[config.mk]
export PLATFORM = sky130hd
export DESIGN_NAME = masked_sbox_array
export DESIGN_NICKNAME = d
export VERILOG_FILES = /design/src/rtl/masked_sbox_array.sv
export SDC_FILE = /design/constraint.sdc
export NUM_CORES = 2
export LEC_CHECK = 0
export BUFFER_PORTS_ARGS = -buffer_cell sky130_fd_sc_hd__clkbuf_2
export CORE_ASPECT_RATIO = 0.9
export CORE_MARGIN = 5
export CORE_UTILIZATION = 53
export CTS_CLUSTER_DIAMETER = 30
export CTS_CLUSTER_SIZE = 20
export DETAILED_ROUTE_END_ITERATION = 6
export GPL_TIMING_DRIVEN = 0
export PLACE_DENSITY_LB_ADDON = 0.3
export SLEW_MARGIN = 25
export SYNTH_ARGS = -nofsm -noshare
export SYNTH_HDL_FRONTEND = slang
export SYNTH_SLANG_ARGS = --single-unit
export TNS_END_PERCENT = 30
[constraint.sdc]
create_clock -name clk -period 52.1 [get_ports clk]
set_input_delay 5.21 -clock clk [delete_from_list [all_inputs] [get_ports clk]]
set_output_delay 5.21 -clock clk [all_outputs]
set_load 0.1 [all_outputs]
[src/rtl/masked_sbox_array.sv]
// masked_sbox_array
// N_SBOX parallel first-order masked AES S-box lanes using multiplicative
// masking. Fixed latency of 5 cycles and one operation accepted per cycle,
// with no back-pressure.
//
// Ports
//   clk        single clock, rising-edge
//   rst_n      synchronous active-low reset; clears all state
//   in_valid   qualifies inp / mode / PRNG this cycle
//   mode       0 = forward S-box, 1 = inverse S-box (ignored when INV_EN = 0)
//   inp        lane i = {share1, share0} at [16i+15:16i]
//   PRNG       lane i = {kron[2:0], r1[7:0], r0[7:0]} at [19i+18:19i]
//   SB_out     lane i = {share1, share0} of the result
//   out_valid  in_valid delayed by 5 cycles
//   out_mode   mode delayed by 5 cycles (0 when INV_EN = 0)
//   busy       any valid operation in flight
//   inflight   number of valid operations in stages 1..5
//
// Lane flow
//   s0: optional inverse affine, then the first DOM AND level of the masked
//       zero test
//   s1..s3: remaining AND levels of the zero test
//   s4: the delta bit is added, then each share is multiplied by r0
//   s5: the shares are recombined under r0, inverted, converted back with
//       r1, delta is removed and the optional forward affine is applied
module masked_sbox_array #(
    parameter int N_SBOX = 4,
    parameter bit INV_EN = 1'b1
) (
    input  logic                   clk,
    input  logic                   rst_n,
    input  logic                   in_valid,
    input  logic                   mode,
    input  logic [16*N_SBOX-1:0]   inp,
    input  logic [19*N_SBOX-1:0]   PRNG,
    output logic [16*N_SBOX-1:0]   SB_out,
    output logic                   out_valid,
    output logic                   out_mode,
    output logic                   busy,
    output logic [2:0]             inflight
);
    localparam int LAT = 5;

    // GF(2^8) multiply, AES polynomial x^8+x^4+x^3+x+1
    function automatic logic [7:0] gf_mul(input logic [7:0] a, input logic [7:0] b);
        logic [7:0] acc;
        logic [7:0] x;
        acc = 8'h00;
        x   = a;
        for (int i = 0; i < 8; i++) begin
            if (b[i]) acc = acc ^ x;
            x = {x[6:0], 1'b0} ^ (x[7] ? 8'h1b : 8'h00);
        end
        return acc;
    endfunction

    // x^254; maps 0 to 0, which the delta correction keeps out of the path
    function automatic logic [7:0] gf_inv(input logic [7:0] x);
        logic [7:0] sq;
        logic [7:0] acc;
        sq  = x;
        acc = 8'h01;
        for (int i = 0; i < 7; i++) begin
            sq  = gf_mul(sq, sq);
            acc = gf_mul(acc, sq);
        end
        return acc;
    endfunction

    // Linear parts of the AES affine map and its inverse (constants applied separately)
    function automatic logic [7:0] fwd_lin(input logic [7:0] x);
        return x ^ {x[6:0], x[7]} ^ {x[5:0], x[7:6]} ^ {x[4:0], x[7:5]} ^ {x[3:0], x[7:4]};
    endfunction

    function automatic logic [7:0] inv_lin(input logic [7:0] x);
        return {x[6:0], x[7]} ^ {x[4:0], x[7:5]} ^ {x[1:0], x[7:2]};
    endfunction

    // Domain-oriented AND: returns {x1y1, x1y0^r, x0y1^r, x0y0}; the cross
    // terms must be registered before compression
    function automatic logic [3:0] dom_and(input logic x0, input logic x1,
                                           input logic y0, input logic y1,
                                           input logic r);
        return {x1 & y1, (x1 & y0) ^ r, (x0 & y1) ^ r, x0 & y0};
    endfunction

    // ------------------------------------------------------------------
    // Control: valid shift register, mode pipeline, occupancy counter
    // ------------------------------------------------------------------
    logic [LAT-1:0] valid_sr_reg;
    logic [LAT-1:0] mode_sr;
    logic [2:0]     inflight_reg;
    logic [2:0]     inflight_next;
    logic           mode_eff;

    always_ff @(posedge clk) begin
        if (!rst_n) begin
            valid_sr_reg <= '0;
            inflight_reg <= '0;
        end else begin
            valid_sr_reg <= {valid_sr_reg[LAT-2:0], in_valid};
            inflight_reg <= inflight_next;
        end
    end

    always_comb begin
        inflight_next = inflight_reg;
        if (in_valid && !valid_sr_reg[LAT-1]) begin
            if (inflight_reg != 3'(LAT)) inflight_next = inflight_reg + 3'd1;
        end else if (!in_valid && valid_sr_reg[LAT-1]) begin
            if (inflight_reg != 3'd0) inflight_next = inflight_reg - 3'd1;
        end
    end

    generate
        if (INV_EN) begin : g_mode
            logic [LAT-1:0] mode_sr_reg;
            always_ff @(posedge clk) begin
                if (!rst_n) mode_sr_reg <= '0;
                else        mode_sr_reg <= {mode_sr_reg[LAT-2:0], mode};
            end
            assign mode_sr  = mode_sr_reg;
            assign mode_eff = mode;
        end else begin : g_no_mode
            logic unused_mode;
            assign unused_mode = mode;
            assign mode_sr     = '0;
            assign mode_eff    = 1'b0;
        end
    endgenerate

    assign out_valid = valid_sr_reg[LAT-1];
    assign out_mode  = mode_sr[LAT-1];
    assign inflight  = inflight_reg;
    assign busy      = (inflight_reg != 3'd0);

    // ------------------------------------------------------------------
    // Lanes
    // ------------------------------------------------------------------
    genvar gi;
    generate
        for (gi = 0; gi < N_SBOX; gi++) begin : g_lane
            logic [7:0]  sh0, sh1, a0_c, a1_c, r0_c;
            logic [18:0] rnd;
            logic [15:0] l1_c;
            logic [7:0]  l2_c;
            logic [3:0]  l3_c;
            logic [3:0]  z0_c, z1_c;
            logic [1:0]  w0_c, w1_c;
            logic        d0_c, d1_c;
            logic [7:0]  t0_c, t1_c, p_c, q_c, b0_c, b1_c, o0_c, o1_c;

            logic [7:0]  a0_s1_reg, a1_s1_reg, r0_s1_reg, r1_s1_reg;
            logic [1:0]  rk_s1_reg;
            logic [15:0] l1_s1_reg;
            logic [7:0]  a0_s2_reg, a1_s2_reg, r0_s2_reg, r1_s2_reg;
            logic        rk_s2_reg;
            logic [7:0]  l2_s2_reg;
            logic [7:0]  a0_s3_reg, a1_s3_reg, r0_s3_reg, r1_s3_reg;
            logic [3:0]  l3_s3_reg;
            logic [7:0]  t0_s4_reg, t1_s4_reg, rm_s4_reg, r1_s4_reg;
            logic        d0_s4_reg, d1_s4_reg;
            logic [15:0] out_s5_reg;

            assign sh0 = inp[16*gi +: 8];
            assign sh1 = inp[16*gi+8 +: 8];
            // Randomness is only taken from the bus on accepted cycles
            assign rnd  = in_valid ? PRNG[19*gi +: 19] : 19'd0;
            assign r0_c = (rnd[7:0] == 8'h00) ? 8'h01 : rnd[7:0];

            // Inverse mode undoes the affine map first so both modes share the inverter
            assign a0_c = mode_eff ? inv_lin(sh0) : sh0;
            assign a1_c = mode_eff ? (inv_lin(sh1) ^ 8'h05) : sh1;

            // Zero test: delta = AND of all bits of ~a; negating share0 alone negates a.
            // One Kronecker bit refreshes each level of the AND tree.
            always_comb begin
                l1_c = '0;
                for (int j = 0; j < 4; j++)
                    l1_c[4*j +: 4] = dom_and(~a0_c[2*j], a1_c[2*j],
                                             ~a0_c[2*j+1], a1_c[2*j+1], rnd[16]);
            end

            always_comb begin
                z0_c = '0;
                z1_c = '0;
                l2_c = '0;
                for (int j = 0; j < 4; j++) begin
                    z0_c[j] = l1_s1_reg[4*j] ^ l1_s1_reg[4*j+1];
                    z1_c[j] = l1_s1_reg[4*j+3] ^ l1_s1_reg[4*j+2];
                end
                for (int k = 0; k < 2; k++)
                    l2_c[4*k +: 4] = dom_and(z0_c[2*k], z1_c[2*k],
                                             z0_c[2*k+1], z1_c[2*k+1], rk_s1_reg[0]);
            end

            always_comb begin
                w0_c = '0;
                w1_c = '0;
                for (int k = 0; k < 2; k++) begin
                    w0_c[k] = l2_s2_reg[4*k] ^ l2_s2_reg[4*k+1];
                    w1_c[k] = l2_s2_reg[4*k+3] ^ l2_s2_reg[4*k+2];
                end
                l3_c = dom_and(w0_c[0], w1_c[0], w0_c[1], w1_c[1], rk_s2_reg);
            end

            // Adding delta turns a zero input into 1; each share is then
            // multiplied by r0 on its own and kept registered until recombined
            assign d0_c = l3_s3_reg[0] ^ l3_s3_reg[1];
            assign d1_c = l3_s3_reg[3] ^ l3_s3_reg[2];
            assign t0_c = gf_mul(a0_s3_reg ^ {7'd0, d0_c}, r0_s3_reg);
            assign t1_c = gf_mul(a1_s3_reg ^ {7'd0, d1_c}, r0_s3_reg);

            // p = a*r0, so inverting p exposes nothing; q*(r0^r1) ^ q*r1 = q*r0 = a^-1
            assign p_c  = t0_s4_reg ^ t1_s4_reg;
            assign q_c  = gf_inv(p_c);
            assign b0_c = gf_mul(q_c, rm_s4_reg) ^ {7'd0, d0_s4_reg};
            assign b1_c = gf_mul(q_c, r1_s4_reg) ^ {7'd0, d1_s4_reg};
            assign o0_c = mode_sr[LAT-2] ? b0_c : fwd_lin(b0_c);
            assign o1_c = mode_sr[LAT-2] ? b1_c : (fwd_lin(b1_c) ^ 8'h63);

            always_ff @(posedge clk) begin
                if (!rst_n) begin
                    a0_s1_reg <= '0; a1_s1_reg <= '0; r0_s1_reg <= '0; r1_s1_reg <= '0;
                    rk_s1_reg <= '0; l1_s1_reg <= '0;
                    a0_s2_reg <= '0; a1_s2_reg <= '0; r0_s2_reg <= '0; r1_s2_reg <= '0;
                    rk_s2_reg <= '0; l2_s2_reg <= '0;
                    a0_s3_reg <= '0; a1_s3_reg <= '0; r0_s3_reg <= '0; r1_s3_reg <= '0;
                    l3_s3_reg <= '0;
                    t0_s4_reg <= '0; t1_s4_reg <= '0; rm_s4_reg <= '0; r1_s4_reg <= '0;
                    d0_s4_reg <= '0; d1_s4_reg <= '0;
                    out_s5_reg <= '0;
                end else begin
                    a0_s1_reg <= a0_c;      a1_s1_reg <= a1_c;
                    r0_s1_reg <= r0_c;      r1_s1_reg <= rnd[15:8];
                    rk_s1_reg <= rnd[18:17]; l1_s1_reg <= l1_c;
                    a0_s2_reg <= a0_s1_reg; a1_s2_reg <= a1_s1_reg;
                    r0_s2_reg <= r0_s1_reg; r1_s2_reg <= r1_s1_reg;
                    rk_s2_reg <= rk_s1_reg[1]; l2_s2_reg <= l2_c;
                    a0_s3_reg <= a0_s2_reg; a1_s3_reg <= a1_s2_reg;
                    r0_s3_reg <= r0_s2_reg; r1_s3_reg <= r1_s2_reg;
                    l3_s3_reg <= l3_c;
                    t0_s4_reg <= t0_c;      t1_s4_reg <= t1_c;
                    rm_s4_reg <= r0_s3_reg ^ r1_s3_reg;
                    r1_s4_reg <= r1_s3_reg;
                    d0_s4_reg <= d0_c;      d1_s4_reg <= d1_c;
                    out_s5_reg <= {o1_c, o0_c};
                end
            end

            assign SB_out[16*gi +: 16] = out_s5_reg;
        end
    endgenerate

endmodule

==> key figures <==
Status
  • Status: completed

Die
  • Die W: 471 um
  • Core Region: 190,000 um^2
  • Placement row count: 152
  • Initial Util: 53.2%
  • Chip height: 425 um
  • I/O pin count: 214
  • Total Die Area: 200,000 um^2

Synth
  • Synth area leaders: xnor2_1, dfxtp_1, xnor3_1, nand2_1, xor2_1
  • Top-count cell post-synth: xnor2_1
  • Synth area leader: xnor2_1
  • Post-Syn Nets: 12,888
  • Ys flop type: dfxtp_1
  • Yosys cell types: 134
  • Post-Synthesis Cell Area: 101,000 um^2
  • Asr flop ratio synth: 0%
  • Commonest cells in the netlist: xnor2_1, nand2_1, nor2_1, xor2_1, dfxtp_1
  • Sequential share of the synthesized area: 14.3%
  • Warnings, synthesis: 0
  • Yosys reg bits: 721
  • Syn Inst Count: 12,715
  • Number of synthesized flops with an enable pin: 0
  • Avg Synthesized Cell Area: 7.97 um^2
  • Synth top area share: 19.7%

Clocking
  • Total CTS buffers: 101
  • Clock sink count: 721
  • Clock H-tree levels: 3
  • PostCTS Resize Cnt: 0
  • Clock Pin Slew Worst Setup and Hold Paths: 0.07 ns
  • Hold-fix buffers, CTS: 0
  • Clk Latency, worst-skew pair: 0.72 ns
  • CTS tree: yes
  • CTS max path bufs: 3
  • CTS root buffer: clkbuf_16
  • Setup bufs post-CTS: 0

GRT
  • GRT Total Usage: 30.6%
  • Largest net degree at the start of global routing: 19
  • Number of global-route vias before repair: 89,213
  • Initial antenna violation count: 45
  • Grt ovf: 0
  • Global-route wire length before repair: 506 mm

STA
  • Max-slew violations: 0
  • Total negative setup slack: 0 ns
  • Slew HR: 22.4%
  • Worst-Margin Slew: 1.16 ns
  • Final hold viol count: 0
  • Final setup vio count: 0
  • Skew final: 0.0466 ns
  • Final Critical Period: 23.30 ns
  • Fmax: 42.9 MHz
  • Crit share post-route: 44.7%
  • RSZ-0062 raised after global routing: no

Setup path
  • Crit-path leading delay family: XOR/XNOR gates
  • CP bufs+invs: 17
  • FF-to-FF path depth: 68
  • Maximum net fanout on the critical path: 10
  • Worst r2r src: g_lane[0].t1_s4_reg[7]$_SDFF_PN0_
  • Most numerous cell on the critical path: xnor2_1
  • Start point of the critical path: g_lane[0].t1_s4_reg[7]$_SDFF_PN0_
  • Reg-to-Reg End: g_lane[0].out_s5_reg[14]$_SDFF_PN0_
  • Critical Path Max Stage Delay: 0.76 ns
  • CP max-delay cell: xor2_1
  • CP endpoint kind: flip-flop
  • Setup crit start kind: flip-flop
  • Reg-to-reg slack, setup: 28.80 ns
  • Kind of critical path: flip-flop to flip-flop
  • WP data arrival: 23.86 ns
  • CP required: 52.66 ns

Detailed routing
  • Top Layer Used: met5
  • DRT iter0 DRCs: 10,915
  • Final ANT Viol Nets: 0
  • Metal2 WL: 145 mm
  • DR DRC count: 0
  • Met3 wire len: 26.7 mm
  • First drt pass iteration count: 7
  • Vias/cell: 5.99
  • Final WL: 324 mm
  • DR WL/cell: 20.7 um
  • Detailed-route via count: 93,988
  • Wl on met1: 141 mm

Placed design
  • # port buffers: 212
  • GPL Wtd Cong: 1.00
  • Placed Area: 106,000 um^2
  • HPWL after DPL: 249 mm
  • DP Cell Count: 15,468

Finish
  • Final net count: 13,203
  • Layout area overhead: 7.99%
  • Final core occ: 57.4%
  • Share of cells above drive strength 1: 7.75%
  • Layout Cells excl Fill: 15,693
  • Finished Cell Area: 109,000 um^2

Min path
  • Hold EP: g_lane[2].r1_s2_reg[7]$_SDFF_PN0_
  • Hold_sp: g_lane[2].r1_s1_reg[7]$_SDFF_PN0_
  • Hold depth: 1
  • Hold crit path type: flip-flop to flip-flop

Run
  • Maximum capacitance violations: 0
-- final cells by class --
cell class                      count  area [um^2]
Buffer                            839         3510
Antenna cell                       33         82.6
Tap cell                         2541         3180
Fill cell                       17245        81000
Clock inverter                     81         1020
Multi-Input combinational cell  11030        83000
Timing Repair Buffer              212         1060
Clock buffer                      111         2630
Sequential cell                   721        14400
Inverter                          125          469
-- worst max path at each step --
stage | endpoint | slack (ns) | cells after the start
CTS | g_lane[0].out_s5_reg[14]$_SDFF_PN0_ | 29.33 | 68
floorplan | g_lane[1].out_s5_reg[8]$_SDFF_PN0_ | 34.47 | 71
detailed placement | g_lane[0].out_s5_reg[14]$_SDFF_PN0_ | 29.36 | 68
finish | g_lane[0].out_s5_reg[14]$_SDFF_PN0_ | 28.80 | 68
global placement | g_lane[0].out_s5_reg[13]$_SDFF_PN0_ | 29.99 | 68
global route | g_lane[0].out_s5_reg[15]$_SDFF_PN0_ | 27.68 | 68
-- cell families after synthesis --
logic type | count (synthesis) | synth area share [%]
xor+xnor | 3824 | 43.2
fa+ha+maj | 31 | 0.385
flops | 721 | 14.3
mux | 335 | 3.47
buf+inv | 964 | 3.92
compound gates | 2132 | 13.9
simple gates | 4708 | 20.9
-- layout by cell type, fill, tap and decap left out, drive strengths merged, types with 147 or more instances in the layout --
cell / instances
o21ai: 496
and2: 388
clkbuf: 905
xnor2: 2438
dfxtp: 721
mux2i: 271
nand2: 1788
xnor3: 528
a21oi: 529
buf: 257
nor3: 290
xor2: 787
nand3: 233
nor2: 1399
inv: 147
and3: 166
-- worst reg2reg max path: cells and delay by family, from the launching register on --
| family | cells | cell delay, ns |
|---|---|---|
| compound gates | 15 | 4.82 |
| flops | 1 | 0.33 |
| xor+xnor | 19 | 8.14 |
| fa+ha+maj | 4 | 1.59 |
| simple gates | 13 | 2.62 |
| buf+inv | 17 | 5.68 |
-- layer usage --
| metal | vias to the layer above | GRT usage [%] |
|---|---|---|
| met5 | - | 0 |
| met4 | 4 | 11.4 |
| met3 | 676 | 3.50 |
| met2 | 4847 | 48.6 |
| met1 | 44673 | 43.0 |
| li1 | 43788 | - |
-- stage by stage --
step | worst slack (ns) | hold slack (ns)
2_1_floorplan | 34.47 | 0.412
3_3_place_gp | 29.99 | 0.412
3_5_place_dp | 29.36 | 0.417
4_1_cts | 29.33 | 0.415
5_1_grt | 27.68 | 0.421
6_report | 28.80 | 0.416
Power is not shown: default switching activity piles up to over one toggle a cycle in this logic, so the estimate is an artifact.
